===== config.mk =====
export PLATFORM = sky130hd
export DESIGN_NAME = hazard_ctrl
export DESIGN_NICKNAME = d
export VERILOG_FILES = /design/src/rtl/hazard_ctrl_pkg.sv /design/src/rtl/hazard_ctrl_md_busy_cnt.sv /design/src/rtl/hazard_ctrl.sv
export SDC_FILE = /design/constraint.sdc
export NUM_CORES = 1
export LEC_CHECK = 0
export CORE_MARGIN = 2
export CORE_UTILIZATION = 39
export CTS_CLUSTER_DIAMETER = 60
export DETAILED_ROUTE_END_ITERATION = 7
export PLACE_DENSITY = 0.87
export SLEW_MARGIN = 20
export SYNTH_ARGS = -nofsm -noshare
export SYNTH_HDL_FRONTEND = slang
export SYNTH_SLANG_ARGS = --single-unit

===== constraint.sdc =====
create_clock -name clk -period 5.4 [get_ports clk]
set_input_delay 1.62 -clock clk [delete_from_list [all_inputs] [get_ports clk]]
set_output_delay 1.62 -clock clk [all_outputs]
set_load 0.05 [all_outputs]

===== src/rtl/hazard_ctrl_pkg.sv =====
// Shared definitions for the hazard controller: forwarding select encodings,
// the "operand unused" Tuse code, default MD unit latencies and a register-match helper.
package hazard_ctrl_pkg;

    typedef enum logic [1:0] {
        FWD_RF = 2'b00,
        FWD_W  = 2'b01,
        FWD_M  = 2'b10,
        FWD_E  = 2'b11
    } fwd_sel_e;

    localparam logic [1:0]  TUSE_NONE       = 2'd3;
    localparam int unsigned MULT_CYCLES_DEF = 5;
    localparam int unsigned DIV_CYCLES_DEF  = 10;

    // A writing stage matches a source register; $0 never matches.
    function automatic logic reg_hit(input logic we, input logic [4:0] a3, input logic [4:0] src);
        return we && (a3 != 5'd0) && (a3 == src);
    endfunction

endpackage


===== src/rtl/hazard_ctrl_md_busy_cnt.sv =====
// Busy counter modelling the multi-cycle mult/div unit; md_busy is high while
// the count is non-zero. Starts arriving while the count is non-zero are ignored.
module md_busy_cnt
    import hazard_ctrl_pkg::*;
#(
    parameter int unsigned MULT_CYCLES = MULT_CYCLES_DEF,
    parameter int unsigned DIV_CYCLES  = DIV_CYCLES_DEF,
    parameter int unsigned CNT_W       = 4
) (
    input  logic clk,
    input  logic reset,
    input  logic i_start,
    input  logic i_is_div,
    output logic o_md_busy
);

    logic [CNT_W-1:0] r_count;
    logic [CNT_W-1:0] w_next;

    always_comb begin
        w_next = r_count;
        if (r_count != '0) begin
            w_next = r_count - CNT_W'(1);
        end else if (i_start) begin
            w_next = i_is_div ? CNT_W'(DIV_CYCLES) : CNT_W'(MULT_CYCLES);
        end
    end

    always_ff @(posedge clk or negedge reset) begin
        if (!reset) begin
            r_count <= '0;
        end else begin
            r_count <= w_next;
        end
    end

    assign o_md_busy = (r_count != '0);

endmodule


===== src/rtl/hazard_ctrl.sv =====
// Pipeline hazard controller: stall/bubble generation, operand forwarding selects
// and MD-unit sequencing. Define HAZARD_PERF_EN to build the saturating stall counter.
module hazard_ctrl
    import hazard_ctrl_pkg::*;
#(
    parameter int unsigned MULT_CYCLES = MULT_CYCLES_DEF,
    parameter int unsigned DIV_CYCLES  = DIV_CYCLES_DEF,
    parameter int unsigned CNT_W       = 4
) (
    input  logic        clk,
    input  logic        reset,
    input  logic [4:0]  d_rs,
    input  logic [4:0]  d_rt,
    input  logic [1:0]  d_tuse_rs,
    input  logic [1:0]  d_tuse_rt,
    input  logic        d_is_md,
    input  logic [4:0]  e_rs,
    input  logic [4:0]  e_rt,
    input  logic [4:0]  e_a3,
    input  logic [4:0]  m_a3,
    input  logic [4:0]  w_a3,
    input  logic        e_regwe,
    input  logic        m_regwe,
    input  logic        w_regwe,
    input  logic [1:0]  e_tnew,
    input  logic [1:0]  m_tnew,
    input  logic        e_md_start,
    input  logic        e_md_div,
    input  logic [4:0]  m_rt,
    output logic        pc_en,
    output logic        fd_en,
    output logic        de_clr,
    output logic [1:0]  fwd_d_rs,
    output logic [1:0]  fwd_d_rt,
    output logic [1:0]  fwd_e_rs,
    output logic [1:0]  fwd_e_rt,
    output logic        fwd_m_rt,
    output logic        md_busy,
    output logic [31:0] stall_cnt
);

    logic w_md_busy;
    logic w_stall_rs;
    logic w_stall_rt;
    logic w_stall_md;
    logic w_stall;

    md_busy_cnt #(
        .MULT_CYCLES (MULT_CYCLES),
        .DIV_CYCLES  (DIV_CYCLES),
        .CNT_W       (CNT_W)
    ) u_md_busy_cnt (
        .clk       (clk),
        .reset     (reset),
        .i_start   (e_md_start),
        .i_is_div  (e_md_div),
        .o_md_busy (w_md_busy)
    );

    assign md_busy = w_md_busy;

    // A producer stalls D only when its result arrives later than D needs it.
    assign w_stall_rs = (d_tuse_rs != TUSE_NONE) &&
                        ((reg_hit(e_regwe, e_a3, d_rs) && (e_tnew > d_tuse_rs)) ||
                         (reg_hit(m_regwe, m_a3, d_rs) && (m_tnew > d_tuse_rs)));
    assign w_stall_rt = (d_tuse_rt != TUSE_NONE) &&
                        ((reg_hit(e_regwe, e_a3, d_rt) && (e_tnew > d_tuse_rt)) ||
                         (reg_hit(m_regwe, m_a3, d_rt) && (m_tnew > d_tuse_rt)));
    assign w_stall_md = d_is_md && (w_md_busy || e_md_start);
    assign w_stall    = w_stall_rs || w_stall_rt || w_stall_md;

    assign pc_en  = !w_stall;
    assign fd_en  = !w_stall;
    assign de_clr = w_stall;

    always_comb begin
        fwd_d_rs = FWD_RF;
        if (reg_hit(e_regwe, e_a3, d_rs) && (e_tnew == 2'd0)) begin
            fwd_d_rs = FWD_E;
        end else if (reg_hit(m_regwe, m_a3, d_rs) && (m_tnew == 2'd0)) begin
            fwd_d_rs = FWD_M;
        end else if (reg_hit(w_regwe, w_a3, d_rs)) begin
            fwd_d_rs = FWD_W;
        end

        fwd_d_rt = FWD_RF;
        if (reg_hit(e_regwe, e_a3, d_rt) && (e_tnew == 2'd0)) begin
            fwd_d_rt = FWD_E;
        end else if (reg_hit(m_regwe, m_a3, d_rt) && (m_tnew == 2'd0)) begin
            fwd_d_rt = FWD_M;
        end else if (reg_hit(w_regwe, w_a3, d_rt)) begin
            fwd_d_rt = FWD_W;
        end

        fwd_e_rs = FWD_RF;
        if (reg_hit(m_regwe, m_a3, e_rs) && (m_tnew == 2'd0)) begin
            fwd_e_rs = FWD_M;
        end else if (reg_hit(w_regwe, w_a3, e_rs)) begin
            fwd_e_rs = FWD_W;
        end

        fwd_e_rt = FWD_RF;
        if (reg_hit(m_regwe, m_a3, e_rt) && (m_tnew == 2'd0)) begin
            fwd_e_rt = FWD_M;
        end else if (reg_hit(w_regwe, w_a3, e_rt)) begin
            fwd_e_rt = FWD_W;
        end
    end

    assign fwd_m_rt = reg_hit(w_regwe, w_a3, m_rt);

`ifdef HAZARD_PERF_EN
    logic [31:0] r_stall_cnt;

    always_ff @(posedge clk or negedge reset) begin
        if (!reset) begin
            r_stall_cnt <= '0;
        end else if (w_stall && (r_stall_cnt != '1)) begin
            r_stall_cnt <= r_stall_cnt + 32'd1;
        end
    end

    assign stall_cnt = r_stall_cnt;
`else
    assign stall_cnt = '0;
`endif

endmodule


Word-level counts from Yosys, hierarchy flattened:

Cells that the tools add are included.

* register bits after elaboration: 4
* input bits: 56

* equal/unequal tests: 13
* add/subtract/negate cells: 1
* reductions and logical operators: 40
* mux-type cells: 13
* $lt $le $gt $ge: 4

Operators with widths (number)
* $eq A5 B5 Y1: 11
* $logic_and A1 B1 Y1: 27
* $reduce_bool A5 Y1: 3
* $mux W2: 6
* $mux W4: 3
* $gt A2 B2 Y1: 4
* $logic_or A1 B1 Y1: 5
* $logic_not A2 Y1: 2
* $mux W1: 4
* $ne A2 B2 Y1 const B: 2
* $reduce_bool A4 Y1: 1
* $sub A4 B1 Y4 const B: 1
* $reduce_bool A2 Y1: 1
* $logic_not A1 Y1: 1

Logic depth before layout (Yosys ltp):

* depth in word-level cells: 9
* mapped depth: 8

Hierarchy:

From an unflattened synthesis, not the netlist that was laid out.

* cells, all modules: 194
* area total of the unflattened synthesis: 1500.2 sq um

Modules (own cells, without submodules)
* hazard_ctrl: area an instance 1276.2 sq um, instances 1, cells an instance 172, seq. area each 0.0 sq um
* md_busy_cnt: area an instance 224.0 sq um, instances 1, cells an instance 22, seq. area each 100.1 sq um

Worst setup path before layout:

OpenSTA, ideal clock, no wires.

* path kind: input port to output port
* start point: input m_a3[0]
* end point: output fwd_e_rs[0]
* buffers on the path: 2
* path slack: -0.073 ns
* stages on the path: 6
* arrival: 3.853 ns
* cells stage by stage: clkbuf_1 > o21ai_2 > or3_1 > buf_4 > nor4_2 > nor4_2

* longest elaborated chain between the ends: 5
* elaborated cells on any way between the ends: 6

Ends and longest elaborated chain
* start, declared: line hazard_ctrl.sv:20 `input logic [4:0] m_a3,`
* $reduce_bool A5 Y1: line hazard_ctrl_pkg.sv:18 `return we && (a3 != 5'd0) && (a3 == src);`
* $logic_and A1 B1 Y1: line hazard_ctrl_pkg.sv:18
* $logic_and A1 B1 Y1 *: line hazard_ctrl_pkg.sv:18
* $logic_and A1 B1 Y1 *: line hazard_ctrl.sv:96 `if (reg_hit(m_regwe, m_a3, e_rs) && (m_tnew == 2'd0)) begin`
* $mux W2 *: line hazard_ctrl.sv:96
* end, declared: line hazard_ctrl.sv:35 `output logic [1:0] fwd_e_rs,`

Mark *: on every way between the ends. The rest lies on a longest branch, timed or not.

Worst setup path in the final report:

* start point: input m_a3[1]
* end point: output fwd_e_rt[0]

* longest elaborated chain between the ends: 5
* elaborated cells on any way between the ends: 6

Ends and longest elaborated chain
* $reduce_bool A5 Y1: line hazard_ctrl_pkg.sv:18
* $logic_and A1 B1 Y1: line hazard_ctrl_pkg.sv:18
* $logic_and A1 B1 Y1 *: line hazard_ctrl_pkg.sv:18
* $logic_and A1 B1 Y1 *: line hazard_ctrl.sv:103 `if (reg_hit(m_regwe, m_a3, e_rt) && (m_tnew == 2'd0)) begin`
* $mux W2 *: line hazard_ctrl.sv:103
* end, declared: line hazard_ctrl.sv:36 `output logic [1:0] fwd_e_rt,`

Marks and branches as above.

==> summary.txt <==
GRT
  • Total GRT Usage: 0.198
  • Congestion Overflow GR: 0
  • Initial antenna violation count: 0
  • Global-route wire length before repair: about 6600 um
  • Largest net degree at the start of global routing: 7
  • Vias in the first global route: around 1500

Placed design
  • Dpl hpwl: a little under 4000 um
  • Placer Congestion: roughly 0.88
  • Port Buffers: 68
  • Placed Cells: between 300 and 400

Clocking
  • Root Buffer: clkbuf_8
  • CTS HTree Levels: 1
  • Clk pin slew, worst setup/hold paths: approximately 0.030 ns
  • CTS buffer count: 3
  • Post-cts gate resize count: 0
  • Quantity of hold-fixing buffers added after cts: 0
  • Worst-Skew Late Latency: 0.21 ns
  • CTS tree: done
  • Postcts setup bufs: 0
  • Clk sink count: 4
  • Clock buffer depth: 2

Critical path
  • Maximum fanout along the worst path: 3
  • RR Endpoint: u_md_busy_cnt.r_count[0]$_DFFE_PN0N_
  • Flop2flop setup slack: 4.05 ns
  • Startpoint Class: input pin
  • Setup CP Type: in -> out
  • Crit path required time: roughly 3.8 ns
  • Crit path DAT: ~3.6 ns
  • R2R cell count: 5
  • Worst r2r src: u_md_busy_cnt.r_count[0]$_DFFE_PN0N_
  • Crit. End Element: output port

Finish
  • Largest register FFs: 4
  • Leading cell type in the layout, fill and taps excluded: clkdlybuf4s50_1
  • Layout area overhead: 53.7%
  • Reg area: 100 um2
  • Ratio of cells with drive above 1 in the final layout: 0.127
  • Final Non-Filler Cells: approximately 320
  • Layout Nets: about 330
  • Fillers: 301
  • Most frequent cells in the layout: 56 x clkdlybuf4s50_1, 32 x conb_1, 30 x xnor2_1
  • Area occupied by multi-input gates: 1170 um2
  • Inserted Diodes: 0
  • Leading registers by flop count: u_md_busy_cnt.r_count: 4 flops
  • Most flop-heavy register: u_md_busy_cnt.r_count

Synthesis
  • Syn_area_per_cell: around 7.6 um2
  • Mapped Area: around 1500 um2
  • Post-Syn Instances: 196
  • Register area share after synthesis: 0.0673
  • YS warnings: 0
  • EDFF count, synth: 0
  • Ys async rst share: 1.00
  • #FFs+latches synth: 4
  • Number of distinct library cells after synthesis: 32
  • Top_reg_cell synth: dfrtp_1

Power and ir drop
  • PD cells: ~180 nW/um2
  • Leak Pwr: between 0.0009 and 0.001 uW
  • Worst VDD drop: approximately 0.26 mV

Detailed routing
  • DRC: 0
  • DR pass1 iterations: 4
  • Wirelength per Cell: 13.6 um
  • Vias per cell: roughly 4.7
  • 1st-iter DRT viols: 45
  • Final wirelength: ~4300 um
  • Antenna-violating nets left: 0
  • DR vias: roughly 1500

Outcome
  • Outcome: complete, no violations

Floorplan
  • Die Height: roughly 66 um
  • Std cell rows: 22
  • Core Region: 3660 um2
  • Io pins: 101
  • Die Width: ~66 um
  • Initial Util: 0.406
  • Die Area: roughly 4300 um2

STA
  • Period utilization: 0.973
  • Fmax: 190 MHz
  • Final setup violation count: 0
  • Hold Vio Cnt, Final: 0
  • Setup tns final: 0 ns
  • RSZ-0062 raised after global routing: false
  • Count of final max-slew check failures: 0
  • Tmin final: roughly 5.3 ns
  • Skew final: roughly 0.0026 ns

Hold path
  • Hold path endpoint: u_md_busy_cnt.r_count[3]$_DFFE_PN0N_
  • Hold Crit Start: u_md_busy_cnt.r_count[3]$_DFFE_PN0N_
  • Worst hold path depth: 1
  • Hold Crit Class: reg -> reg

Run
  • Max-cap check violation count: 0
## report_power, final
group          internal (uW)  switching (uW)  leakage (uW)
clock                   47.3            13.3     0.0000216
sequential              46.4            13.5     0.0000477
combinational            119             167      0.000870
total                    213             194      0.000939
## layer usage
metal	GRT usage	vias to the layer above	part of all wire
li1	-	744	-
met1	0.245	688	0.41
met2	0.347	54	0.53
met3	0.0205	4	0.045
met4	0.0807	0	0.017
met5	0	-	0
## worst max-delay path, stage by stage
cell and delay, ns:
clkdlybuf4s50_1 0.42, or4_4 0.55, o21ai_2 0.16, or3_1 0.20, nor4_2 0.08, nor4_2 0.41, buf_12 0.19
## worst max path at each step
stage,from,to
after global placement,m_a3[1],fwd_e_rs[0]
after floorplan,m_a3[0],fwd_e_rs[0]
after detailed placement,m_a3[1],fwd_e_rt[0]
after global routing,m_a3[1],fwd_e_rt[0]
after CTS,m_a3[1],fwd_e_rt[0]
final,m_a3[1],fwd_e_rt[0]
## metrics by stage
stage / hold slack, ns / setup WS, ns / cell area [um2] / total power [uW] / utilization
CTS: 0.521 / 0.149 / 2290 / 408 / 0.625
global placement: 0.502 / 0.185 / 2250 / 334 / 0.613
floorplan: 0.470 / -0.0734 / 1600 / 260 / -
finish: 0.531 / 0.148 / 2290 / 406 / 0.625
global route: 0.578 / 0.0486 / 2290 / 440 / 0.625
detailed placement: 0.517 / 0.149 / 2250 / 344 / 0.613
## kinds of logic (layout without fill, tap and decap cells)
kind of cell	after synthesis	in the layout	synth area share
xor+xnor	55	55	0.324
buf+inv	53	93	0.227
simple gates	48	48	0.194
compound gates	26	26	0.109
fa+ha+maj	9	9	0.0757
flops	4	4	0.0673
other cells	1	32	0.00252
## cells in the mapped netlist (4+ instances only)
cell      number  area [um2]
ha_1           9         113
nor4_2         4        50.1
dfrtp_1        4         100
o21ai_0        9        45.0
buf_4         34         255
nor4_1         5        31.3
xnor2_1       30         263
nor3_1         4        20.0
clkbuf_1       6        22.5
o21ai_1        5        25.0
nand3_1       10        50.1
nand2_1       10        37.5
or4_1          4        30.0
xor2_1        25         219
inv_1          9        33.8
## final cells by class
type,instances,area share
inverters,9,0.0148
well taps,48,0.0263
multi-input cells,170,0.510
repair buffers,81,0.387
flip-flops and latches,4,0.0438
clock buffers,3,0.0181
Power figures use the tool's default switching activity.
